## config.mk

```make
export PLATFORM = sky130hd
export DESIGN_NAME = keypad_scan
export DESIGN_NICKNAME = d
export VERILOG_FILES = /design/src/rtl/keypad_pkg.sv /design/src/rtl/debounce_ctr.sv /design/src/rtl/keypad_scan.sv
export SDC_FILE = /design/constraint.sdc
export NUM_CORES = 1
export LEC_CHECK = 0
export BUFFER_PORTS_ARGS = -buffer_cell sky130_fd_sc_hd__buf_4
export CAP_MARGIN = 30
export CORE_ASPECT_RATIO = 1.2
export CORE_MARGIN = 10
export CORE_UTILIZATION = 47
export CTS_BUF_LIST = sky130_fd_sc_hd__clkbuf_4
export CTS_CLUSTER_SIZE = 28
export DETAILED_ROUTE_END_ITERATION = 8
export PLACE_DENSITY_LB_ADDON = 0.1
export SLEW_MARGIN = 20
export SYNTH_ARGS = -nofsm -noshare
export SYNTH_HDL_FRONTEND = slang
export SYNTH_HIERARCHICAL = 1
export SYNTH_SLANG_ARGS = --single-unit
```

## constraint.sdc

```tcl
create_clock -name clk_i -period 9.75 [get_ports clk_i]
set_clock_uncertainty 0.15 [all_clocks]
set_input_delay 0 -clock clk_i [delete_from_list [all_inputs] [get_ports clk_i]]
set_output_delay 0 -clock clk_i [all_outputs]
set_load 0.1 [all_outputs]
```

## src/rtl/keypad_pkg.sv

```systemverilog
// Shared types and tables for the 4x4 hex keypad scanner: FSM state enum,
// row/column to hex key map and the row-pattern encoder.
package keypad_pkg;

    typedef enum logic [1:0] {
        StScan,
        StPressDb,
        StHold,
        StRelDb
    } state_e;

    // Indexed as KeyMap[row][col]; rows listed 3..0, columns 3..0 within a row.
    localparam logic [3:0][3:0][3:0] KeyMap = {
        {4'hD, 4'hF, 4'h0, 4'hE},
        {4'hC, 4'h9, 4'h8, 4'h7},
        {4'hB, 4'h6, 4'h5, 4'h4},
        {4'hA, 4'h3, 4'h2, 4'h1}
    };

    // Lowest set row wins when several rows are closed.
    function automatic logic [1:0] row_encode(input logic [3:0] rows);
        logic [1:0] idx;
        idx = 2'd0;
        for (int i = 3; i >= 0; i--) begin
            if (rows[i]) idx = 2'(i);
        end
        return idx;
    endfunction

endpackage

```

## src/rtl/debounce_ctr.sv

```systemverilog
// Saturating debounce counter with synchronous clear and enable; done_o flags
// the enabled cycle in which the count reaches DEBOUNCE_CYCLES.
module debounce_ctr #(
    parameter int unsigned DEBOUNCE_CYCLES = 16,
    parameter int unsigned CNT_W           = 5
) (
    input  logic clk_i,
    input  logic rst_ni,
    input  logic clr_i,
    input  logic en_i,
    output logic done_o
);

    logic [CNT_W-1:0] count_q, count_d;

    always_comb begin
        count_d = count_q;
        if (clr_i) begin
            count_d = '0;
        end else if (en_i && (count_q != CNT_W'(DEBOUNCE_CYCLES))) begin
            count_d = count_q + 1'b1;
        end
    end

    assign done_o = en_i && !clr_i && (count_q == CNT_W'(DEBOUNCE_CYCLES - 1));

    always_ff @(posedge clk_i or negedge rst_ni) begin
        if (!rst_ni) begin
            count_q <= '0;
        end else begin
            count_q <= count_d;
        end
    end

endmodule

```

## src/rtl/keypad_scan.sv

```systemverilog
// Column-driving 4x4 keypad scanner with press/release debounce and a one-cycle
// key strobe. Define KEYPAD_GHOST_REJECT_EN to reject samples with >1 row closed.
module keypad_scan #(
    parameter int unsigned SCAN_CYCLES     = 4,
    parameter int unsigned DEBOUNCE_CYCLES = 16
) (
    input  logic       clk_i,
    input  logic       rst_ni,
    input  logic [3:0] rows_i,
    output logic [3:0] cols_o,
    output logic [3:0] key_code_o,
    output logic       key_valid_o,
    output logic       key_held_o
);
    import keypad_pkg::*;

    localparam int unsigned MaxCycles = (SCAN_CYCLES > DEBOUNCE_CYCLES) ?
                                        SCAN_CYCLES : DEBOUNCE_CYCLES;
    localparam int unsigned CntW      = $clog2(MaxCycles) + 1;

    state_e           state_q, state_d;
    logic [1:0]       col_q, col_d;
    logic [3:0]       cols_q, cols_d;
    logic [CntW-1:0]  dwell_q, dwell_d;
    logic [3:0]       pat_q, pat_d;
    logic [3:0]       code_q, code_d;
    logic             valid_q, valid_d;
    logic             held_q, held_d;

    logic             ctr_clr, ctr_en, ctr_done;
    logic             rows_hit, rows_match;

`ifdef KEYPAD_GHOST_REJECT_EN
    logic ghost;
    assign ghost      = $countones(rows_i) > 1;
    assign rows_hit   = (rows_i != 4'h0) && !ghost;
    assign rows_match = (rows_i == pat_q) && !ghost;
`else
    assign rows_hit   = rows_i != 4'h0;
    assign rows_match = rows_i == pat_q;
`endif

    // The sample cycle itself counts as the first stable cycle of a press or
    // release, so the counter is enabled on the transition into each DB state.
    debounce_ctr #(
        .DEBOUNCE_CYCLES(DEBOUNCE_CYCLES),
        .CNT_W          (CntW)
    ) u_debounce_ctr (
        .clk_i (clk_i),
        .rst_ni(rst_ni),
        .clr_i (ctr_clr),
        .en_i  (ctr_en),
        .done_o(ctr_done)
    );

    always_comb begin
        state_d = state_q;
        col_d   = col_q;
        dwell_d = dwell_q;
        pat_d   = pat_q;
        code_d  = code_q;
        valid_d = 1'b0;
        held_d  = held_q;
        ctr_clr = 1'b1;
        ctr_en  = 1'b0;

        unique case (state_q)
            StScan: begin
                if (dwell_q == CntW'(SCAN_CYCLES - 1)) begin
                    dwell_d = '0;
                    if (rows_hit) begin
                        pat_d   = rows_i;
                        state_d = StPressDb;
                        ctr_clr = 1'b0;
                        ctr_en  = 1'b1;
                    end else begin
                        col_d = col_q + 2'd1;
                    end
                end else begin
                    dwell_d = dwell_q + 1'b1;
                end
            end
            StPressDb: begin
                if (rows_match) begin
                    ctr_clr = 1'b0;
                    ctr_en  = 1'b1;
                    if (ctr_done) begin
                        code_d  = KeyMap[row_encode(pat_q)][col_q];
                        valid_d = 1'b1;
                        held_d  = 1'b1;
                        state_d = StHold;
                    end
                end else begin
                    dwell_d = '0;
                    state_d = StScan;
                end
            end
            StHold: begin
                if (rows_i == 4'h0) begin
                    ctr_clr = 1'b0;
                    ctr_en  = 1'b1;
                    state_d = StRelDb;
                end
            end
            StRelDb: begin
                if (rows_i == 4'h0) begin
                    ctr_clr = 1'b0;
                    ctr_en  = 1'b1;
                    if (ctr_done) begin
                        held_d  = 1'b0;
                        col_d   = col_q + 2'd1;
                        dwell_d = '0;
                        state_d = StScan;
                    end
                end else begin
                    state_d = StHold;
                end
            end
            default: state_d = StScan;
        endcase

        cols_d = 4'b0001 << col_d;
    end

    always_ff @(posedge clk_i or negedge rst_ni) begin
        if (!rst_ni) begin
            state_q <= StScan;
            col_q   <= 2'd0;
            cols_q  <= 4'b0001;
            dwell_q <= '0;
            pat_q   <= 4'h0;
            code_q  <= 4'h0;
            valid_q <= 1'b0;
            held_q  <= 1'b0;
        end else begin
            state_q <= state_d;
            col_q   <= col_d;
            cols_q  <= cols_d;
            dwell_q <= dwell_d;
            pat_q   <= pat_d;
            code_q  <= code_d;
            valid_q <= valid_d;
            held_q  <= held_d;
        end
    end

    assign cols_o      = cols_q;
    assign key_code_o  = code_q;
    assign key_valid_o = valid_q;
    assign key_held_o  = held_q;

endmodule

```

==> results.py, run 1 <==
metrics = {
    "outcome": {
        "status": "finished, final reports clean",
    },
    "power_and_ir_drop": {
        "p_leak_nw": 0.864,
        "ir_worst_vdd_uv": 122,
        "power_density_nw_per_um2": 193,
        "p_total_w": 0.000385,
    },
    "sta": {
        "timing.setup.tns_ns": 0,
        "slew_viol_final": 0,
        "max_freq_mhz": 278,
        "fin_crit_sh": 0.368,
        "grt_setup_unrepaired": "no",
        "finalSetupViolations": 0,
        "tightest_slew_ns": 0.630,
        "layout_min_cycle_time_ns": 3.59,
        "slew_headroom": 0.577,
        "hold_viol": 0,
    },
    "final_layout": {
        "drive_above_1_share": 0.175,
        "areaGrowthSynthToFinish_pct": 12.9,
        "layout_common_cells": "dfrtp_1, nand2_1, buf_4",
        "nets": 216,
        "layout_commonest_cell": "dfrtp_1",
        "n_antenna_cell": 0,
        "fillers": 319,
    },
    "routing": {
        "vias": 1396,
        "met3WireLength_um": 144,
        "wl_met1_um": 1640,
        "viasPerCell": 5.54,
        "wl_met2_um": 1750,
        "wire_per_inst_um": 14.2,
        "first_iter_violations": 215,
        "ant_nets": 0,
        "dr.max_layer_used": "met4",
        "routed_wl_um": 3570,
        "firstDrtPassIters": 4,
        "remaining_drc_errors": 0,
    },
    "floorplanning": {
        "die_y_um": 87.1,
        "io_pins": 16,
        "core_sq_um": 3630,
        "die_area_sq_um": 6610,
        "dieWidth_um": 75.9,
        "fp-row-count": 24,
        "initial_core_util": 0.485,
    },
    "setup_path": {
        "r2r-end": "state_q[1]$_DFFE_PN0P_",
        "rr_worst_depth": 11,
        "crit_fanout": 9,
        "setup.worst_path.end_class": "flip-flop",
        "critical-path-max-stage-delay_ns": 0.51,
        "worstPathRequired_ns": 9.83,
        "reg2reg_slack_ns": 6.16,
        "worst_path_max_delay_cell": "dfrtp_1",
        "arrival_ns": 3.68,
        "crit_family": "compound AO/OA/AOI/OAI gates",
        "cp-startpoint": "pat_q[1]$_DFFE_PN0P_",
        "path_buf_inv": 1,
        "crit_end": "state_q[1]$_DFFE_PN0P_",
        "criticalPathCategory": "reg -> reg",
        "r2r-start": "pat_q[1]$_DFFE_PN0P_",
        "worstSetupStartpointType": "flip-flop",
        "path_cells": "xor2_1, nor4_4, nand2_2, o21a_1, o21ai_0, nand2_1, nor2_1, inv_1, a32oi_1, o221a_2, mux2_4",
        "path_depth": 11,
    },
    "yosys": {
        "yosys_most_used_dff": "dfrtp_1",
        "synth_edf_count": 0,
        "netlist_top_cells_area": "dfrtp_1, ha_1, nand2_1, nor2_1, a22o_1",
        "yosysTopAreaCell": "dfrtp_1",
        "synth.top_cell.area_share": 0.383,
        "synth_area_sq_um": 1760,
        "syn_inst": 184,
        "synthDistinctLibCells": 53,
        "syn-num-nets": 199,
        "synth_warnings": 6,
        "ys_seq_elements": 28,
        "yosysSeqAreaShare": 0.398,
        "async_reset_ff_frac": 1.00,
        "avgSynthCellArea_sq_um": 9.58,
    },
    "clocking": {
        "cts.htree.levels": 1,
        "cts_resized": 0,
        "root_buffer": "clkbuf_4",
        "cts_tree": "built",
        "numCtsBuffers": 3,
        "holdBufCountCts": 7,
        "path_clk_slew_ns": 0.16,
        "postCtsSetupBuffers": 0,
        "clk_path_buf_depth": 2,
        "cts_sinks": 28,
        "clk_latency_ns": 0.33,
    },
    "placed_design": {
        "dp.final_hpwl_um": 2550,
        "io_buffers": 15,
        "gp_congestion": 0.818,
    },
    "global_route": {
        "grt_overflow": 0,
        "track_usage": 0.110,
        "grt_start_max_net_pins": 28,
        "antenna_found_initial": 0,
        "grt_pass1_wl_um": 6230,
        "grt_pass1_vias": 1358,
    },
    "flow_run": {
        "max_cap_violations": 0,
    },
    "worst_hold_path": {
        "hold_class": "in -> reg",
    },
}
metrics by stage:
| step | hold slack, ns | util | cells | area, sq um | setup WS [ns] |
|---|---|---|---|---|---|
| final | 0.309 | 0.548 | 252 | 1990 | 6.16 |
| after global routing | 0.307 | 0.548 | 252 | 1990 | 5.94 |
| after CTS | 0.307 | 0.548 | 252 | 1990 | 6.23 |
| after detailed placement | -0.207 | 0.519 | 241 | 1880 | 6.26 |
| after global placement | -0.211 | 0.519 | 241 | 1880 | 6.42 |
| after floorplan | -0.446 | - | 184 | 1760 | 6.69 |
cells by family (layout without fill, tap and decap cells):
| logic type | Yosys count | in the layout | share of synthesized area |
|---|---|---|---|
| AND/OR/NAND/NOR | 65 | 65 | 0.205 |
| multiplexers | 7 | 7 | 0.0468 |
| AO/OA/AOI/OAI | 49 | 49 | 0.206 |
| adder cells (fa/ha/maj) | 9 | 9 | 0.0639 |
| XOR/XNOR | 5 | 5 | 0.0248 |
| flip-flops | 28 | 28 | 0.398 |
| buffers and inverters | 21 | 37 | 0.0554 |
flip-flops by register name, summed over array words and instances, names as in the netlist:
register                count
state_q                     2
col_q                       2
pat_q                       4
key_code_o                  4
u_debounce_ctr/count_q      5
cols_o                      4
key_held_o                  1
key_valid_o                 1
dwell_q                     5
power breakdown:
group / internal [W] / total, W / leakage, nW / switching (W)
Sequential: 0.000132 / 0.000160 / 0.378 / 0.0000274
Combinational: 0.0000772 / 0.000175 / 0.471 / 0.0000975
Clock: 0.0000151 / 0.0000503 / 0.0154 / 0.0000352
Total: 0.000225 / 0.000385 / 0.864 / 0.000160
synth_stat cells (2+ instances only):
cell type  instances
or3_1              2
mux2_4             2
buf_6              2
inv_1             11
o21ai_1            8
buf_2              3
nand3b_1           2
xor2_1             5
a22o_1             5
o31ai_1            3
mux2i_1            3
a21o_1             2
nor3b_1            3
o21ai_0            8
ha_1               9
mux2_2             2
clkbuf_1           4
dfrtp_1           27
nand2_1           21
nor2_1            12
o31a_1             2
a22oi_1            3
a21oi_1            4
nand2b_1           5
a221o_1            2
nand3_1            7
worst reg2reg max path: stages, from the launching register on:
cell and delay, ns:
dfrtp_1 0.51, xor2_1 0.21, nor4_4 0.44, nand2_2 0.13, o21a_1 0.13, o21ai_0 0.48
nand2_1 0.10, nor2_1 0.38, inv_1 0.15, a32oi_1 0.27, o221a_2 0.26, mux2_4 0.30
worst min path at each step:
stage / cells after the start / start / end / slack, ns
6_report: 3 / rows_i[0] / pat_q[0]$_DFFE_PN0P_ / 0.31
5_1_grt: 3 / rows_i[0] / pat_q[0]$_DFFE_PN0P_ / 0.31
4_1_cts: 3 / rows_i[3] / pat_q[3]$_DFFE_PN0P_ / 0.31
3_5_place_dp: 1 / rst_ni / cols_o[2]$_DFF_PN0_ / -0.21
3_3_place_gp: 1 / rst_ni / cols_o[2]$_DFF_PN0_ / -0.21
2_1_floorplan: 0 / rst_ni / col_q[0]$_DFF_PN0_ / -0.45
routing by layer:
metal | track usage | vias up
met5 | 0 | -
met4 | 0.0517 | 0
met3 | 0.0227 | 4
met2 | 0.180 | 34
met1 | 0.135 | 667
li1 | - | 691
cell type report:
type | count | area (sq um) | share of cell area
clock buffers | 3 | 22.5 | 0.0113
multi-input cells | 135 | 963 | 0.484
flip-flops and latches | 28 | 702 | 0.353
clock inverters | 1 | 3.75 | 0.00189
repair buffers | 22 | 193 | 0.0968
inverters | 11 | 41.3 | 0.0207
well taps | 52 | 65.1 | 0.0327
No activity file was read; power rests on OpenSTA's default activity.
==> run 2, diff against run 1 <==
==> constraint.sdc (replaced) <==
create_clock -name clk_i -period 3 [get_ports clk_i]
set_clock_uncertainty 0.15 [all_clocks]
set_input_delay 0 -clock clk_i [delete_from_list [all_inputs] [get_ports clk_i]]
set_output_delay 0 -clock clk_i [all_outputs]
set_load 0.1 [all_outputs]
==> run 2 against run 1 <==
Effect of this change:
- combinational power rose to 3.9 times the previous value
- clock power rose to 4.9 times the previous value
- count of clock-buffer cells in the layout stayed put
- maximum frequency is 29% higher
- global-route usage grew 0.64 points
- final cell count is 5.6% higher
- worst hold slack improved by 0.028 ns
- largest cell class unchanged
==> results.py, run 2 (synthesis gave the netlist of run 1 again) <==
metrics = {
    "outcome": {
        "status": "finished, final reports clean",
    },
    "final_layout": {
        "ff_latch_area_sq_um": 702,
        "layout_common_cells": "buf_4, dfrtp_1, nand2_1",
        "areaGrowthSynthToFinish_pct": 20.6,
        "nets": 229,
        "reg_top3": "dwell_q x5, u_debounce_ctr/count_q x5",
        "layout_commonest_cell": "buf_4",
        "multi_input_area_sq_um": 972,
        "fillers": 309,
        "drive_above_1_share": 0.235,
    },
    "global_route": {
        "grt_pass1_wl_um": 6510,
        "grt_overflow": 0,
        "antenna_found_initial": 1,
        "grt_start_max_net_pins": 28,
        "use_met1": 0.127,
        "grt_util_met3": 0.0176,
        "grt.busiest_layer": "met2",
        "grt_pass1_vias": 1453,
        "grt_use_met2": 0.217,
        "track_usage": 0.116,
    },
    "sta": {
        "finalSetupViolations": 0,
        "max_freq_mhz": 360,
        "slew_viol_final": 0,
        "hold_viol": 0,
        "hold-worst-slack_ns": 0.337,
        "grt_setup_unrepaired": "no",
        "fin_crit_sh": 0.926,
        "tightest_slew_ns": 0.564,
        "slew_headroom": 0.624,
        "timing.setup.tns_ns": 0,
        "layout_min_cycle_time_ns": 2.78,
    },
    "routing": {
        "first_iter_violations": 69,
        "routed_wl_um": 3890,
        "wire_per_inst_um": 14.6,
        "viasPerCell": 5.48,
        "remaining_drc_errors": 0,
        "vias": 1459,
        "ant_nets": 0,
        "firstDrtPassIters": 4,
    },
    "setup_path": {
        "setup.worst_path.end_class": "flip-flop",
        "criticalPathCategory": "reg -> reg",
        "worstPathRequired_ns": 3.07,
        "arrival_ns": 2.84,
        "crit_fanout": 6,
        "worstSetupStartpointType": "flip-flop",
    },
    "floorplanning": {
        "io_pins": 16,
        "die_area_sq_um": 6610,
        "die_y_um": 87.1,
        "core_sq_um": 3630,
        "fp-row-count": 24,
        "dieWidth_um": 75.9,
        "initial_core_util": 0.485,
    },
    "placed_design": {
        "dp.final_hpwl_um": 2880,
        "io_buffers": 15,
        "gp_congestion": 0.917,
    },
    "clocking": {
        "clk_latency_ns": 0.32,
        "cts_sinks": 28,
        "clk_path_buf_depth": 2,
        "numCtsBuffers": 3,
        "root_buffer": "clkbuf_4",
        "cts_tree": "built",
        "path_clk_slew_ns": 0.16,
        "cts.htree.levels": 1,
    },
    "worst_hold_path": {
        "hold_class": "in -> reg",
    },
    "power_and_ir_drop": {
        "ir_worst_vdd_uv": 493,
        "p_leak_nw": 0.951,
        "power_density_nw_per_um2": 663,
    },
    "flow_run": {
        "max_cap_violations": 0,
    },
}
==> run 2: cell types whose count changed in the layout (fill, tap and decap cells not counted), sizes merged <==
cell,delta
buf,+13
bufinv,+1
clkinv,-1
diode,+1
==> run 2: per-layer routing <==
layer / up-vias / wire (um)
met3: 6 / 100
met5: - / 0
li1: 721 / -
met1: 708 / 1650
met4: 0 / 80
met2: 24 / 2060
==> run 2: area by class of cell <==
type	instances	share of cell area
Inverter	11	0.0194
Clock buffer	3	0.0106
Multi-Input combinational cell	135	0.457
Timing Repair Buffer	35	0.137
Clock inverter	1	0.0141
Tap cell	52	0.0306
Antenna cell	1	0.00118
Sequential cell	28	0.330
==> run 2: report_power, final <==
| group | leakage (nW) | switching, W | internal (W) |
|---|---|---|---|
| clock network | 0.0279 | 0.000113 | 0.000135 |
| registers | 0.378 | 0.0000525 | 0.000431 |
| logic | 0.545 | 0.000374 | 0.000305 |
| total | 0.951 | 0.000539 | 0.000871 |
==> run 2: final timing paths <==
check | slack (ns) | start | cells after the start | end
worst max register to register | 0.22 | pat_q[1]$_DFFE_PN0P_ | 12 | dwell_q[3]$_DFFE_PN0P_
worst min register to register | 0.35 | key_code_o[1]$_DFFE_PN0P_ | 2 | key_code_o[1]$_DFFE_PN0P_
min in group asynchronous | 0.52 | rst_ni | 4 | key_code_o[2]$_DFFE_PN0P_
worst min-delay path | 0.34 | rows_i[1] | 3 | pat_q[1]$_DFFE_PN0P_
max in group asynchronous | 2.02 | rst_ni | 4 | u_debounce_ctr/count_q[2]$_DFFE_PN0P_
worst max-delay path | 0.22 | pat_q[1]$_DFFE_PN0P_ | 12 | dwell_q[3]$_DFFE_PN0P_
==> run 2: through the flow <==
stage                     area, sq um  power [W]  utilization  setup WS, ns  instances
after floorplan                  1760   0.000979            -        0.0668        184
after global placement           1970    0.00112        0.541         0.229        252
after detailed placement         1970    0.00114        0.541         0.131        252
after CTS                        2100    0.00140        0.578         0.101        263
after global routing             2130    0.00151        0.585        0.0208        266
final                            2130    0.00141        0.585         0.223        266
==> run 2: critical path: stages, from the launching register on <==
cell     delay, ns
dfrtp_1       0.42
xor2_1        0.17
nor4_4        0.38
nand2_2       0.12
o21a_1        0.13
o21ai_1       0.15
nand2_1       0.08
nor2_2        0.17
inv_1         0.11
a21o_1        0.19
a221o_2       0.36
o21ai_1       0.15
o31ai_1       0.09
==> run 2: repair_timing <==
action | in CTS | in global routing
resized for setup | 0 | 2
setup buffers | 0 | 2
hold endpoints to repair | 32 | 0
hold buffers | 7 | 0
endpoints found under the setup margin | 0 | 13
==> run 3, diff against run 2 <==
--- a/config.mk
+++ b/config.mk
@@ -7,7 +7,6 @@
 export LEC_CHECK = 0
 export BUFFER_PORTS_ARGS = -buffer_cell sky130_fd_sc_hd__buf_4
 export CAP_MARGIN = 30
-export CORE_ASPECT_RATIO = 1.2
 export CORE_MARGIN = 10
 export CORE_UTILIZATION = 47
 export CTS_BUF_LIST = sky130_fd_sc_hd__clkbuf_4
==> run 3 against run 2 <==
Effect of this change:
- global-route usage is 1.1 points higher
- maximum frequency decreased by 0.10%
- first-iteration DRC count down 1.4%
- combinational power is essentially flat
- count of clock-buffer cells in the layout is the same
- critical path depth is the same
- setup slack got worse by 0.0029 ns
- critical path type unchanged
- critical endpoint is now cols_o[2]$_DFF_PN0_
- highest routed layer unchanged
==> results.py, run 3 (synthesis gave the netlist of run 1 again) <==
metrics = {
    "sta": {
        "grt_setup_unrepaired": "no",
        "fin_crit_sh": 0.927,
        "hold_viol": 0,
        "finalSetupViolations": 0,
        "layout_min_cycle_time_ns": 2.78,
        "timing.setup.tns_ns": 0,
        "max_freq_mhz": 360,
        "slew_headroom": 0.621,
        "slew_viol_final": 0,
        "tightest_slew_ns": 0.569,
    },
    "clocking": {
        "cts_tree": "built",
        "postCtsSetupBuffers": 0,
        "root_buffer": "clkbuf_4",
        "path_clk_slew_ns": 0.16,
        "cts.htree.levels": 1,
        "clk_latency_ns": 0.34,
        "cts_sinks": 28,
        "clk_path_buf_depth": 2,
        "numCtsBuffers": 3,
    },
    "final_layout": {
        "drive_above_1_share": 0.219,
        "ff_latch_area_sq_um": 702,
        "fillers": 328,
        "n_antenna_cell": 0,
        "layout_commonest_cell": "dfrtp_1",
        "multi_input_area_sq_um": 975,
        "reg_top3": "dwell_q x5, u_debounce_ctr/count_q x5",
        "nets": 226,
        "layout_common_cells": "dfrtp_1, buf_4, nand2_1",
        "areaGrowthSynthToFinish_pct": 17.5,
    },
    "floorplanning": {
        "io_pins": 16,
        "fp-row-count": 22,
        "initial_core_util": 0.485,
        "core_sq_um": 3630,
        "die_y_um": 81.2,
        "dieWidth_um": 81.2,
        "die_area_sq_um": 6600,
    },
    "setup_path": {
        "setup.worst_path.end_class": "flip-flop",
        "crit_fanout": 7,
        "criticalPathCategory": "reg -> reg",
        "arrival_ns": 2.91,
        "worstPathRequired_ns": 3.13,
        "worstSetupStartpointType": "flip-flop",
    },
    "power_and_ir_drop": {
        "p_leak_nw": 0.924,
        "p_total_w": 0.00133,
        "power_density_nw_per_um2": 640,
        "ir_worst_vdd_uv": 338,
    },
    "routing": {
        "routed_wl_um": 3910,
        "ant_nets": 0,
        "firstDrtPassIters": 4,
        "viasPerCell": 5.54,
        "first_iter_violations": 68,
        "remaining_drc_errors": 0,
        "wire_per_inst_um": 15.1,
        "vias": 1429,
    },
    "placed_design": {
        "io_buffers": 15,
        "dp.final_hpwl_um": 2790,
        "gp_congestion": 0.899,
    },
    "worst_hold_path": {
        "hold_class": "in -> reg",
    },
    "global_route": {
        "grt_overflow": 0,
        "antenna_found_initial": 0,
        "grt_start_max_net_pins": 28,
        "grt_pass1_wl_um": 6670,
        "grt_pass1_vias": 1407,
        "track_usage": 0.127,
    },
    "flow_run": {
        "max_cap_violations": 0,
    },
    "outcome": {
        "status": "finished, final reports clean",
    },
}
## run 3: cell count changes in the layout (fill, tap and decap cells not counted)
cell       change
nor2_1         +1
clkinv_1       +1
diode_2        -1
buf_4          -3
nand3_1        -1
nand3_2        +1
bufinv_16      -1
nor2_2         -1
## run 3: final timing paths
check                                            end  cells past startpoint                       from  slack [ns]
max                              cols_o[2]$_DFF_PN0_                     12       pat_q[1]$_DFFE_PN0P_        0.22
min                             pat_q[2]$_DFFE_PN0P_                      3                  rows_i[2]        0.33
max reg2reg                      cols_o[2]$_DFF_PN0_                     12       pat_q[1]$_DFFE_PN0P_        0.22
min reg2reg                key_code_o[3]$_DFFE_PN0P_                      2  key_code_o[3]$_DFFE_PN0P_        0.35
max in group asynchronous     dwell_q[3]$_DFFE_PN0P_                      4                     rst_ni        2.02
min in group asynchronous  key_code_o[3]$_DFFE_PN0P_                      4                     rst_ni        0.51
## run 3: final cells by class
class	count	area share
Sequential cell	28	0.339
Clock buffer	3	0.0109
Timing Repair Buffer	32	0.129
Tap cell	48	0.0290
Inverter	11	0.0199
Multi-Input combinational cell	135	0.470
Clock inverter	1	0.00181
## run 3: what timing repair did
item	4_1_cts	5_1_grt
resized for setup	0	2
endpoints found under the hold margin	33	0
hold buffers	7	0
setup endpoints to repair	0	3
## run 3: where the power goes
part	leakage (nW)	internal [W]	switching (W)
combinational	0.531	0.000303	0.000373
sequential	0.378	0.000431	0.0000548
clock	0.0154	0.0000489	0.000114
total	0.924	0.000783	0.000542
## run 3: critical path, stage by stage (launching register included)
cell and delay [ns]:
dfrtp_1 0.42, xor2_1 0.17, nor4_4 0.43, nand2_2 0.14, o21a_1 0.13, o21ai_1 0.18
nand2_1 0.07, nor2_1 0.13, buf_4 0.16, nand3_1 0.12, a221oi_4 0.42, nand4b_1 0.13
o21ai_1 0.10
## run 3: stage by stage
stage	std cells	worst slack, ns	cell area, sq um	hold WS [ns]	utilization
after floorplan	184	0.0668	1760	-0.446	-
after global placement	247	0.362	1950	-0.217	0.538
after detailed placement	247	0.249	1950	-0.207	0.538
after CTS	258	0.216	2060	0.309	0.567
after global routing	258	0.0175	2070	0.316	0.570
final	258	0.220	2070	0.330	0.570
## run 3: routing by layer
metal  track usage  vias to the layer above  share of wire
li1              -                      709              -
met5             0                        -              0
met1         0.148                      693           0.44
met4        0.0415                        0          0.014
met3        0.0287                        4          0.047
met2         0.224                       23           0.50
